$ cat config.mk
export PLATFORM = sky130hd
export DESIGN_NAME = simt_reconv_ctrl
export DESIGN_NICKNAME = d
export VERILOG_FILES = /design/src/rtl/simt_pkg.sv /design/src/rtl/simt_stack_mem.sv /design/src/rtl/simt_reconv_ctrl.sv
export SDC_FILE = /design/constraint.sdc
export NUM_CORES = 1
export LEC_CHECK = 0
export CAP_MARGIN = 10
export CORE_ASPECT_RATIO = 0.75
export CORE_MARGIN = 8
export CORE_UTILIZATION = 35
export DETAILED_ROUTE_END_ITERATION = 10
export GPL_TIMING_DRIVEN = 0
export PLACE_DENSITY = 0.51
export REMOVE_ABC_BUFFERS = 1
export SLEW_MARGIN = 20
export SYNTH_ARGS = -nofsm -noshare
export SYNTH_HDL_FRONTEND = slang
export SYNTH_HIERARCHICAL = 1
export SYNTH_SLANG_ARGS = --single-unit
export TNS_END_PERCENT = 50
$ cat constraint.sdc
create_clock -name clk -period 12.9 [get_ports clk]
set_input_delay 2.58 -clock clk [delete_from_list [all_inputs] [get_ports clk]]
set_output_delay 2.58 -clock clk [all_outputs]
set_load 0.01 [all_outputs]
$ cat src/rtl/simt_pkg.sv
// Shared types and helpers for the SIMT divergence/reconvergence controller.
// Holds the stack entry payload, its phase encoding, the EXECUTE state code and
// the live-depth width helper.
package simt_pkg;

  localparam int unsigned PC_W   = 8;
  localparam int unsigned MASK_W = 4;

  localparam logic [3:0] EXECUTE_STATE = 4'b0110;

  // ARMED: SSY pushed, no divergence yet; TAKEN: running taken path;
  // ELSE: running fall-through path.
  typedef enum logic [1:0] {
    ARMED = 2'd0,
    TAKEN = 2'd1,
    ELSE  = 2'd2
  } phase_e;

  typedef struct packed {
    logic [PC_W-1:0]   reconv_pc;
    logic [PC_W-1:0]   else_pc;
    logic [MASK_W-1:0] else_mask;
    logic [MASK_W-1:0] origin_mask;
    phase_e            phase;
  } reconv_entry_t;

  // Width needed to count 0..depth live entries.
  function automatic int unsigned depth_w(input int unsigned depth);
    return $clog2(depth + 1);
  endfunction

endpackage

$ cat src/rtl/simt_stack_mem.sv
// Reconvergence stack storage: register array plus top pointer.
// Ports: clk, reset (sync, active-high); push + push_data, pop, write_top + top_wr
// (rewrite the top entry in place); top_rd (top entry, zero when empty);
// full, empty, depth (live entries, registered).
module simt_stack_mem #(
  parameter int unsigned DEPTH = 4
) (
  input  logic                                   clk,
  input  logic                                   reset,
  input  logic                                   push,
  input  logic                                   pop,
  input  logic                                   write_top,
  input  simt_pkg::reconv_entry_t                push_data,
  input  simt_pkg::reconv_entry_t                top_wr,
  output simt_pkg::reconv_entry_t                top_rd,
  output logic                                   full,
  output logic                                   empty,
  output logic [simt_pkg::depth_w(DEPTH)-1:0]    depth
);
  import simt_pkg::*;

  localparam int unsigned DW = depth_w(DEPTH);
  localparam int unsigned IW = (DEPTH > 1) ? $clog2(DEPTH) : 1;

  reconv_entry_t entries [DEPTH];
  logic [IW-1:0] top_idx;
  logic [IW-1:0] push_idx;

  assign top_idx  = IW'(depth - DW'(1));
  assign push_idx = IW'(depth);
  assign full     = (depth == DW'(DEPTH));
  assign empty    = (depth == '0);
  assign top_rd   = empty ? reconv_entry_t'('0) : entries[top_idx];

  // One operation per cycle; the controller never asserts more than one.
  always_ff @(posedge clk) begin
    if (reset) begin
      depth <= '0;
      for (int i = 0; i < int'(DEPTH); i++) entries[i] <= reconv_entry_t'('0);
    end else if (push && !full) begin
      entries[push_idx] <= push_data;
      depth             <= depth + DW'(1);
    end else if (pop && !empty) begin
      depth <= depth - DW'(1);
    end else if (write_top && !empty) begin
      entries[top_idx] <= top_wr;
    end
  end

endmodule

$ cat src/rtl/simt_reconv_ctrl.sv
// SIMT divergence/reconvergence controller for one core.
// Decodes SSY / SYNC / BRnzp in EXECUTE, sequences the reconvergence stack,
// drives the per-thread active mask and issues one-cycle PC redirects.
// Ports: clk, reset (sync, active-high), enable, core_state, decoded_ssy,
// decoded_sync, decoded_branch, decoded_nzp, decoded_immediate, current_pc,
// thread_nzp (3 bits per thread) -> active_mask, pc_redirect, redirect_pc,
// stack_depth, sticky err_overflow / err_underflow / err_nosync.
module simt_reconv_ctrl #(
  parameter int unsigned PROGRAM_MEM_ADDR_BITS = simt_pkg::PC_W,
  parameter int unsigned THREADS_PER_BLOCK     = simt_pkg::MASK_W,
  parameter int unsigned STACK_DEPTH           = 4,
  parameter logic [3:0]  EXECUTE_STATE         = simt_pkg::EXECUTE_STATE
) (
  input  logic                                      clk,
  input  logic                                      reset,
  input  logic                                      enable,
  input  logic [3:0]                                core_state,
  input  logic                                      decoded_ssy,
  input  logic                                      decoded_sync,
  input  logic                                      decoded_branch,
  input  logic [2:0]                                decoded_nzp,
  input  logic [PROGRAM_MEM_ADDR_BITS-1:0]          decoded_immediate,
  input  logic [PROGRAM_MEM_ADDR_BITS-1:0]          current_pc,
  input  logic [3*THREADS_PER_BLOCK-1:0]            thread_nzp,
  output logic [THREADS_PER_BLOCK-1:0]              active_mask,
  output logic                                      pc_redirect,
  output logic [PROGRAM_MEM_ADDR_BITS-1:0]          redirect_pc,
  output logic [simt_pkg::depth_w(STACK_DEPTH)-1:0] stack_depth,
  output logic                                      err_overflow,
  output logic                                      err_underflow,
  output logic                                      err_nosync
);
  import simt_pkg::*;

  localparam int unsigned T  = THREADS_PER_BLOCK;
  localparam int unsigned PW = PROGRAM_MEM_ADDR_BITS;

  logic          push, pop, write_top, full, empty;
  reconv_entry_t push_data, top_wr, top_rd;

  simt_stack_mem #(.DEPTH(STACK_DEPTH)) u_stack (
    .clk       (clk),
    .reset     (reset),
    .push      (push),
    .pop       (pop),
    .write_top (write_top),
    .push_data (push_data),
    .top_wr    (top_wr),
    .top_rd    (top_rd),
    .full      (full),
    .empty     (empty),
    .depth     (stack_depth)
  );

  // reconv_pc is kept in each entry for debug visibility; control never reads it.
  logic unused_reconv_pc;
  assign unused_reconv_pc = ^top_rd.reconv_pc;

  logic          ev_ok, ssy_ev, sync_ev, br_ev;
  logic [T-1:0]  taken;
  logic [T-1:0]  mask_n;
  logic          redir_n, ovf_n, unf_n, nos_n;
  logic [PW-1:0] rpc_n;

  // Strobe priority: ssy > sync > branch.
  assign ev_ok   = enable && (core_state == EXECUTE_STATE);
  assign ssy_ev  = ev_ok && decoded_ssy;
  assign sync_ev = ev_ok && decoded_sync && !decoded_ssy;
  assign br_ev   = ev_ok && decoded_branch && !decoded_ssy && !decoded_sync;

  // Per-thread branch outcome, restricted to currently active threads.
  always_comb begin
    taken = '0;
    for (int t = 0; t < int'(T); t++)
      taken[t] = active_mask[t] && |(thread_nzp[3*t +: 3] & decoded_nzp);
  end

  // Next-state and stack-command decode.
  always_comb begin
    mask_n    = active_mask;
    redir_n   = 1'b0;
    rpc_n     = redirect_pc;
    ovf_n     = err_overflow;
    unf_n     = err_underflow;
    nos_n     = err_nosync;
    push      = 1'b0;
    pop       = 1'b0;
    write_top = 1'b0;
    top_wr    = top_rd;
    push_data = '{reconv_pc:   PC_W'(decoded_immediate),
                  else_pc:     '0,
                  else_mask:   '0,
                  origin_mask: MASK_W'(active_mask),
                  phase:       ARMED};

    if (ssy_ev) begin
      if (full) ovf_n = 1'b1;
      else      push  = 1'b1;
    end else if (sync_ev) begin
      if (empty) begin
        unf_n = 1'b1;
      end else if (top_rd.phase == TAKEN) begin
        // Taken path done: run the fall-through threads.
        mask_n       = T'(top_rd.else_mask);
        top_wr.phase = ELSE;
        write_top    = 1'b1;
        redir_n      = 1'b1;
        rpc_n        = PW'(top_rd.else_pc);
      end else begin
        mask_n = T'(top_rd.origin_mask);
        pop    = 1'b1;
      end
    end else if (br_ev && (taken != '0)) begin
      redir_n = 1'b1;
      rpc_n   = decoded_immediate;
      if (taken != active_mask) begin
        if (!empty && (top_rd.phase == ARMED)) begin
          top_wr.else_mask = MASK_W'(active_mask & ~taken);
          top_wr.else_pc   = PC_W'(current_pc + PW'(1));
          top_wr.phase     = TAKEN;
          write_top        = 1'b1;
          mask_n           = taken;
        end else begin
          // No armed reconvergence point: send every thread to the target.
          nos_n = 1'b1;
        end
      end
    end
  end

  always_ff @(posedge clk) begin
    if (reset) begin
      active_mask   <= '1;
      pc_redirect   <= 1'b0;
      redirect_pc   <= '0;
      err_overflow  <= 1'b0;
      err_underflow <= 1'b0;
      err_nosync    <= 1'b0;
    end else begin
      active_mask   <= mask_n;
      pc_redirect   <= redir_n;
      redirect_pc   <= rpc_n;
      err_overflow  <= ovf_n;
      err_underflow <= unf_n;
      err_nosync    <= nos_n;
    end
  end

endmodule
== Word-level counts from Yosys, hierarchy flattened ==
Memories as Yosys holds them, arrays and structs flattened.
Index checks and enable logic that the tools add are counted.
Widths: inputs -> output; s select.

* Flip-flop bits (word level): 19
* Bits in writable memories: 104
* Output and inout port bits: 19
* Memories kept: 1

{| class="wikitable"
|+ Memories
! memory !! depth !! width !! rd ports !! clocked after memory_dff !! wr ports !! RTL line !! RTL
|-
| u_stack.entries || 4 || 26 || 1 || 0 || 4 || simt_stack_mem.sv:25 || <nowiki>reconv_entry_t entries [DEPTH];</nowiki>
|}

* $add $sub $neg: 3
* Eq/ne operators: 6
* Mux-type cells: 56
* Bitwise operators: 9
* Reductions and logical operators: 39

{| class="wikitable"
|+ Operators with widths
! kind !! number
|-
| $mux 26 || 3
|-
| $mux 12 || 5
|-
| $reduce_or 26->1 || 2
|-
| $mux 8 || 4
|-
| $mux 1 || 27
|-
| $mux 4 || 6
|-
| $mux 2 || 9
|-
| $logic_and 1x1->1 || 16
|-
| $and 3x3->3 || 4
|-
| $reduce_or 3->1 || 4
|-
| $reduce_and 5->1 || 2
|-
| $add 8x1->8 const B || 1
|-
| $reduce_bool 2->1 || 4
|-
| $mux 3 || 2
|-
| $and 4x4->4 || 1
|-
| $eq 4x3->1 const B || 1
|-
| $logic_not 1->1 || 4
|-
| $ne 4x4->1 || 1
|-
| $not 4->4 || 1
|-
| $reduce_and 4->1 || 1
|-
| $reduce_bool 4->1 || 1
|-
| $add 3x1->3 const B || 1
|-
| $eq 3x3->1 const B || 1
|-
| $logic_not 3->1 || 1
|-
| 9 further kinds || 11
|}

== Logic depth before layout (Yosys ltp) ==
An unclocked memory read counts as a cell.

* Depth after elaboration: 18
* Gate-level depth with buffers: 16
* Mapped depth without buffers: 12

== Cells and area by module ==
The synthesis kept the hierarchy.

{| class="wikitable"
|+ Modules (own cells, without submodules)
! module !! times used !! cells each !! area each (µm²) !! seq. area each (µm²)
|-
| simt_stack_mem || 1 || 350 || 4902.2 || 3183.1
|-
| simt_reconv_ctrl || 1 || 156 || 1311.3 || 320.3
|}

== Worst setup path before layout ==
OpenSTA, ideal clock, no wires.

* Kind: input port to flip-flop
* From: input port core_state[0]
* To: memory u_stack/entries[1][0] (netlist name) (enable)
* Arrival time: 5215 ps
* Required time: 12517 ps
* Slack: 7302 ps
* Stages on the path: 10
* Cell sequence: nor4bb_1 -> nand3_1 -> or3_1 -> clkbuf_1 -> nand2_1 -> nand4bb_1 -> or3_1 -> mux2_2 -> buf_2 -> nand2_1

{| class="wikitable"
|+ RTL lines
! element !! RTL line !! RTL
|-
| from (decl) || simt_reconv_ctrl.sv:17 || <nowiki>input logic [3:0] core_state,</nowiki>
|-
| to (decl) || simt_stack_mem.sv:25 ||
|}

==> out/results.ini <==
[clocking]
clk_latency_ns = 0.34
clk_pin_slew_ns = 0.06
clock-root-buffer = clkbuf_16
numCtsBuffers = 9
clockBufferDepth = 2
cts_setup_buffers = 0
hold_buffers = 0
cts_max_level = 3
tritoncts = yes
post_cts_resized = 0
clock-sinks = 91

[critical_path]
crit_type = in -> reg
arrival_ns = 7.51
cp.buffers_inverters = 1
crit_top_cell = nand2_1
worst-path-stages = 9
end_kind = flop
worstSetupStartpointType = input port
crit_end = u_stack/entries[2][7]
critical-path-max-stage-delay_ns = 0.99
rr_worst_depth = 11
critPathMaxFanout = 21
crit_slowest_cell = nand2_1
timing.rr.end = u_stack/entries[2][7]
r2r_start = u_stack/depth[0]
cp_data_required_time_ns = 12.85
r2r_setup_slack_ns = 6.82
cp-startpoint = core_state[2]
crit_chain = clkdlybuf4s50_1, nor4bb_1, nand3_1, or3_1, nand2_1, nand2b_1, o41ai_1, o2111ai_4, nand2_1
critPathTopFamily = simple AND/OR/NAND/NOR gates

[yosys]
synth.avg_cell_area_um2 = 11.6
synthCells = 418
ys_warn_count = 6
synth_area_um2 = 4840

[routing]
top_layer_used = met4
wire_per_inst_um = 20.2
vias = 3423
wl_met1_um = 6510
drc = 0
drtIter0Drc = 222
wl_met3_um = 715
wl_met2_um = 5890
first_pass_iters = 7
viasPerCell = 5.23
postRouteWirelength_um = 13200
final_antenna_net_count = 0

[global_route]
grt_pass1_vias = 3688
grt_overflow = 0
grt_max_degree = 27
antenna_found_initial = 0
grt.total_usage = 0.151
grt_pass1_wl_um = 21100

[final_layout]
nNetsFinal = 520
num_antenna_cells = 0
syn2layout_area_growth_pct = 22.4
drive_above_1_share = 0.127
fillers = 1277

[placed_design]
portBuffers = 59
place_ws_ns = 5.00
gp_congestion = 0.729
dpl.hpwl_um = 8620

[timing]
worst_slack_ns = 5.34
max_freq_ghz = 0.132
max_slew.worst_pin.slew_ns = 1.11
setup_violations = 0
skew_ns = 0.00873
rsz0062_at_grt = no
post-route-period-util = 0.586
tns_ns = 0
drv_slew = 0
slew_headroom = 0.253
hold_viol = 0
fin_crit_ns = 7.56

[pwr]
clock_power_share = 0.415
ir_drop_mv = 0.0669
p_int_uw = 501
p_comb_frac = 0.068
p_leak_nw = 2.14
power.density_nw_per_um2 = 107
switching_power_uw = 131
power_frac_seq = 0.518
swShare = 0.207

[outcome]
outcome = completed

[floorplanning]
core-area_um2 = 13600
initial_core_util = 0.356
die_x_um = 152
die_area_um2 = 17900
core.rowCount = 37
dieHeight_um = 118
ios = 60

[run]
drv_cap = 0

[hold_path]
hold_class = reg -> reg

==> how the worst min path moves through the flow <==
stage	depth (start not counted)	startpoint	slack (ns)	endpoint
final	2	err_nosync	0.48	err_nosync
after global routing	2	err_underflow	0.55	err_underflow
after CTS	2	err_underflow	0.49	err_underflow
after detailed placement	2	err_underflow	0.47	err_underflow
after global placement	2	err_overflow	0.46	err_overflow
after floorplan	2	err_nosync	0.50	err_nosync
==> routing by layer <==
metal  up-vias  GRT usage
met5         -          0
li1       1633          -
met3         6     0.0416
met2       103      0.235
met1      1681      0.203
met4         0     0.0407
==> registers in the layout, indices dropped and copies added (netlist names) <==
register and cells:
u_stack/entries 72, redirect_pc 8, active_mask 4, u_stack/depth 3, err_nosync 1, err_overflow 1
err_underflow 1, pc_redirect 1
==> power by group through the flow <==
stage          sequential, mW  combinational, mW  clock (mW)
2_1_floorplan           0.332             0.0189           0
3_3_place_gp            0.333             0.0421           0
3_5_place_dp            0.334             0.0430           0
4_1_cts                 0.327             0.0432       0.270
5_1_grt                 0.328             0.0463       0.282
6_report                0.327             0.0428       0.262
==> placed cells by master (no fill, tap or decap), types with 2 or more instances in the layout <==
cell / count
edfxtp_1: 72
nor2_1: 71
clkdlybuf4s50_1: 58
inv_1: 26
and2_1: 22
nor3_1: 18
dfxtp_1: 18
mux4_2: 18
a22oi_1: 18
conb_1: 14
mux2i_1: 13
nand2_1: 12
mux2_2: 10
a21oi_1: 10
clkbuf_16: 9
nor2b_1: 8
nand3_1: 7
a211oi_1: 6
xnor2_1: 5
mux2_4: 5
a222oi_1: 4
clkbuf_1: 4
nand2b_1: 3
a31oi_1: 3
ha_1: 3
nor4bb_1: 2
and4b_1: 2
and3_1: 2
xor2_1: 2
or3_1: 2
a221oi_1: 2
nand2_2: 2
==> stage by stage <==
| stage | total power [mW] | utilization | hold WS, ns | instance area, um^2 | cells |
|---|---|---|---|---|---|
| final | 0.632 | 0.436 | 0.482 | 5930 | 655 |
| after detailed placement | 0.377 | 0.414 | 0.474 | 5630 | 639 |
| after global placement | 0.375 | 0.408 | 0.458 | 5560 | 636 |
| after CTS | 0.640 | 0.435 | 0.486 | 5920 | 655 |
| after global routing | 0.656 | 0.436 | 0.546 | 5930 | 655 |
| after floorplan | 0.351 | - | 0.505 | 4750 | 402 |
==> worst min-delay path, delay by kind of cell, from the launching register on <==
family	cells	cell delay [ns]
AOI/OAI and AO/OA	1	0.05
DFF	1	0.33
and+or+nand+nor	1	0.07
==> area by class of cell <==
| class | instances | area (um^2) | share of cell area |
|---|---|---|---|
| timing repair buffer | 62 | 632 | 0.107 |
| sequential | 91 | 2540 | 0.429 |
| tap | 175 | 219 | 0.0369 |
| multi-input combinational | 284 | 2140 | 0.361 |
| clock inverter | 2 | 37.5 | 0.00633 |
| inverter | 27 | 101 | 0.0171 |
| clock buffer | 14 | 254 | 0.0428 |
(Power assumes the default switching activity.)
